==> src/rtl/piso_shift_reg.sv <==
// Parallel-in, serial-out shift register: loads a word on set, emits it
// LSB-first on bit_out one bit per shift strobe, and counts unsent bits.
module piso_shift_reg #(
    parameter int unsigned M    = 10,
    parameter logic        FILL = 1'b1
) (
    input  logic                       clk,
    input  logic                       reset,
    input  logic [M-1:0]               bus_in,
    input  logic                       set,
    input  logic                       shift,
    output logic                       bit_out,
    output logic [$clog2(M+1)-1:0]     bits_left,
    output logic                       empty
);

    localparam int unsigned CW = $clog2(M + 1);

    logic [M-1:0]  sr;
    logic [M-1:0]  sr_next;
    logic [CW-1:0] cnt;
    logic [CW-1:0] cnt_next;
    logic          empty_q;

    // Next-state: load beats shift beats hold; count saturates at zero.
    always_comb begin
        sr_next  = sr;
        cnt_next = cnt;
        if (set) begin
            sr_next  = bus_in;
            cnt_next = CW'(M);
        end else if (shift) begin
            sr_next = {FILL, sr[M-1:1]};
            if (cnt != '0) begin
                cnt_next = cnt - CW'(1);
            end
        end
    end

    // State registers; empty is kept as its own flop so it is registered.
    always_ff @(posedge clk or negedge reset) begin
        if (!reset) begin
            sr      <= {M{FILL}};
            cnt     <= '0;
            empty_q <= 1'b1;
        end else begin
            sr      <= sr_next;
            cnt     <= cnt_next;
            empty_q <= (cnt_next == '0);
        end
    end

    assign bit_out   = sr[0];
    assign bits_left = cnt;
    assign empty     = empty_q;

endmodule

==> config.mk <==
export PLATFORM = sky130hd
export DESIGN_NAME = piso_shift_reg
export DESIGN_NICKNAME = d
export VERILOG_FILES = /design/src/rtl/piso_shift_reg.sv
export SDC_FILE = /design/constraint.sdc
export NUM_CORES = 1
export LEC_CHECK = 0
export CAP_MARGIN = 20
export CORE_MARGIN = 3
export CORE_UTILIZATION = 46
export DETAILED_ROUTE_END_ITERATION = 12
export GPL_ROUTABILITY_DRIVEN = 0
export PLACE_DENSITY = 0.76
export RECOVER_POWER = 50
export SLEW_MARGIN = 25
export SYNTH_ARGS = -nofsm -noshare
export SYNTH_HDL_FRONTEND = slang
export SYNTH_SLANG_ARGS = --single-unit
==> constraint.sdc <==
create_clock -name clk -period 2.07 [get_ports clk]
set_input_delay 0.3105 -clock clk [delete_from_list [all_inputs] [get_ports clk]]
set_output_delay 0.3105 -clock clk [all_outputs]
set_load 0.05 [all_outputs]
==> run_results.csv <==
group,metric,value,unit
placed_design,dp_slack,133.2,ps
yosys,synth_top_area_share,0.3844,
yosys,synthesis.area,752.0,µm²
worst_setup_path,cp_data_required_time,1760,ps
worst_setup_path,startpoint_type,"register",
detailed_routing,met1_length,646,µm
yosys,synth_nets,88,
clock_tree,ctsHoldBuffers,0,
finish,drive_gt1_frac,0.2211,
timing,fmax,515.9,MHz
global_routing,grt-ovfl-total,0,
detailed_routing,routed_wl,1428,µm
detailed_routing,met2_length,687,µm
detailed_routing,drc,0,
finish,fill_cells,112,
yosys,synthDistinctLibCells,21,
power_and_ir_drop,leakagePower,0.0004138,µW
global_routing,first_global_vias,553,
detailed_routing,vias,589,
floorplanning,core_area,1415,µm²
timing,setup_viol,0,
timing,clock_skew,2.946,ps
clock_tree,htreeDepth,1,
worst_setup_path,arrival,1630,ps
yosys,syn_area_per_cell,10.30,µm²
floorplanning,io-pin-count,20,
clock_tree,cts_tree,"yes",
power_and_ir_drop,powerDensity,695.8,nW/µm²
global_routing,antenna_found_initial,0,
placed_design,port-buffer-count,19,
timing,slew_violations,0,
yosys,ys_seq_area_frac,0.5175,
timing,worst_pin_slew,629.2,ps
yosys,synthTopCellsByArea,"dfstp_2, dfrtp_1, mux2i_1",
finish,syn_to_final_growth,31.61,%
clock_tree,post_cts_buffers,0,
global_routing,grt_pass1_wl,2352,µm
timing,slew_headroom,0.5791,
timing,final_hold_viol_count,0,
detailed_routing,viasPerCell,5.355,
finish,diodes,0,
worst_setup_path,crit_buf_inv,1,
yosys,synthArstFlopShare,1.000,
floorplanning,initial_core_util,0.5314,
run,max_cap_viol_count,0,
power_and_ir_drop,peakVddDrop,0.4856,mV
global_routing,grt_max_degree,16,
yosys,ys.flop_type,"dfstp_2",
worst_setup_path,crit_slowest_cell,"clkdlybuf4s50_1",
detailed_routing,avgRoutedWirePerCell,12.98,µm
placed_design,hpwl,1103,µm
detailed_routing,top_layer,"met4",
finish,nNetsFinal,111,
floorplanning,die_y,46.43,µm
timing,finalWorstSetupSlack,131.5,ps
hold_path,min_path_type,"in -> async",
global_routing,gr-usage-all-layers,0.1548,
yosys,yosysWarnings,0,
status,outcome,"finished clean",
floorplanning,die_w,46.43,µm
yosys,synth_edf_count,0,
clock_tree,clk_pin_slew,90,ps
finish,multi_input_area,322.8,µm²
timing,fin_crit_sh,0.9365,
clock_tree,root_buffer,"clkbuf_4",
yosys,synth-seq-cells,15,
yosys,synth_common_cells,"dfstp_2, nand2_1, o21ai_0",
clock_tree,post_cts_resized,0,
detailed_routing,antenna_left,0,
floorplanning,rows,13,
worst_setup_path,path_class,"reg -> out",
finish,post-route-util,0.6994,
clock_tree,cts_buffers,3,
floorplanning,dieArea,2156,µm²
detailed_routing,route.met3.wl,84,µm
worst_setup_path,cpPeakStageDelay,860,ps
clock_tree,clk_path_buf_depth,2,
detailed_routing,drt_iter0_markers,10,
yosys,syn_inst,73,
detailed_routing,dr.pass1.iters,4,
yosys,synth_top_area_cell,"dfstp_2",
timing,min_period,1938,ps
timing,finalSetupTns,0,ps
clock_tree,clock-sinks,15,
worst_setup_path,crit_path_cell_trace,"clkdlybuf4s50_1",
worst_setup_path,crit_path_max_fanout,9,
timing,grt_setup_unrepaired,"no",
finish,regArea,389.1,µm²
worst_setup_path,worstSetupEndpointType,"primary output",
clock_tree,clkLatencyLatePin,270,ps
worst_setup_path,cp_top_family,"buffers and inverters",
[power by group]
part | internal [µW] | total [µW] | switching, µW
logic | 77.3 | 168 | 90.6
clock network | 71.5 | 162 | 90.3
registers | 336 | 359 | 23.3
total | 484 | 689 | 204
[metal layers]
| metal | global-route usage | vias to the layer above |
|---|---|---|
| met5 | 0 | - |
| met4 | 0.05114 | 0 |
| met3 | 0.02344 | 2 |
| met2 | 0.2582 | 18 |
| met1 | 0.2029 | 265 |
| li1 | - | 304 |
[registers in the layout (all words and copies together), names as in the netlist]
signal / cells
bits_left: 4
empty: 1
sr: 10
[kinds of logic (layout without fill, tap and decap cells)]
family,count (synthesis),after routing,share of synthesized area
multiplexers,9,9,0.1198
buffers and inverters,8,30,0.05325
AND/OR/NAND/NOR,21,21,0.1281
AO/OA/AOI/OAI,18,18,0.1531
adder cells (fa/ha/maj),1,1,0.01664
flip-flops,15,15,0.5175
XOR/XNOR,1,1,0.01165
[cell usage in the layout (no fill, tap or decap), drive strengths merged, types with 4 or more instances in the layout]
cell / instances
clkdlybuf4s50: 17
nand2: 11
buf: 4
dfstp: 11
dfrtp: 4
o21ai: 10
nor2: 5
mux2i: 9
[stage by stage]
stage / hold WS (ps) / power, µW / area (µm²) / instances
after global routing: 539.1 / 730.6 / 989.7 / 110
after global placement: 506.2 / 528.8 / 962.2 / 106
after floorplan: 14.91 / 464.9 / 752.0 / 73
final: 488.0 / 688.6 / 989.7 / 110
after CTS: 446.4 / 699.1 / 989.7 / 110
after detailed placement: 511.0 / 533.5 / 962.2 / 106
[cell type report]
type / count / area share
Sequential cell: 15 / 0.3932
Timing Repair Buffer: 23 / 0.2225
Clock inverter: 1 / 0.005057
Multi-Input combinational cell: 50 / 0.3262
Clock buffer: 3 / 0.02276
Inverter: 3 / 0.01138
Tap cell: 15 / 0.01896
[worst paths after layout]
path	slack, ps	depth (start not counted)	to	from
max	130	1	bits_left[2]	bits_left[2]$_DFF_PN0_
min	490	1	bits_left[2]$_DFF_PN0_	reset
max reg2reg	340	6	empty$_DFF_PN1_	bits_left[0]$_DFF_PN0_
min reg2reg	520	2	sr[9]$_DFFE_PN1P_	sr[9]$_DFFE_PN1P_
max in group asynchronous	1180	1	bits_left[0]$_DFF_PN0_	reset
min in group clk	520	2	sr[9]$_DFFE_PN1P_	sr[9]$_DFFE_PN1P_
Power figures use the tool's default switching activity.
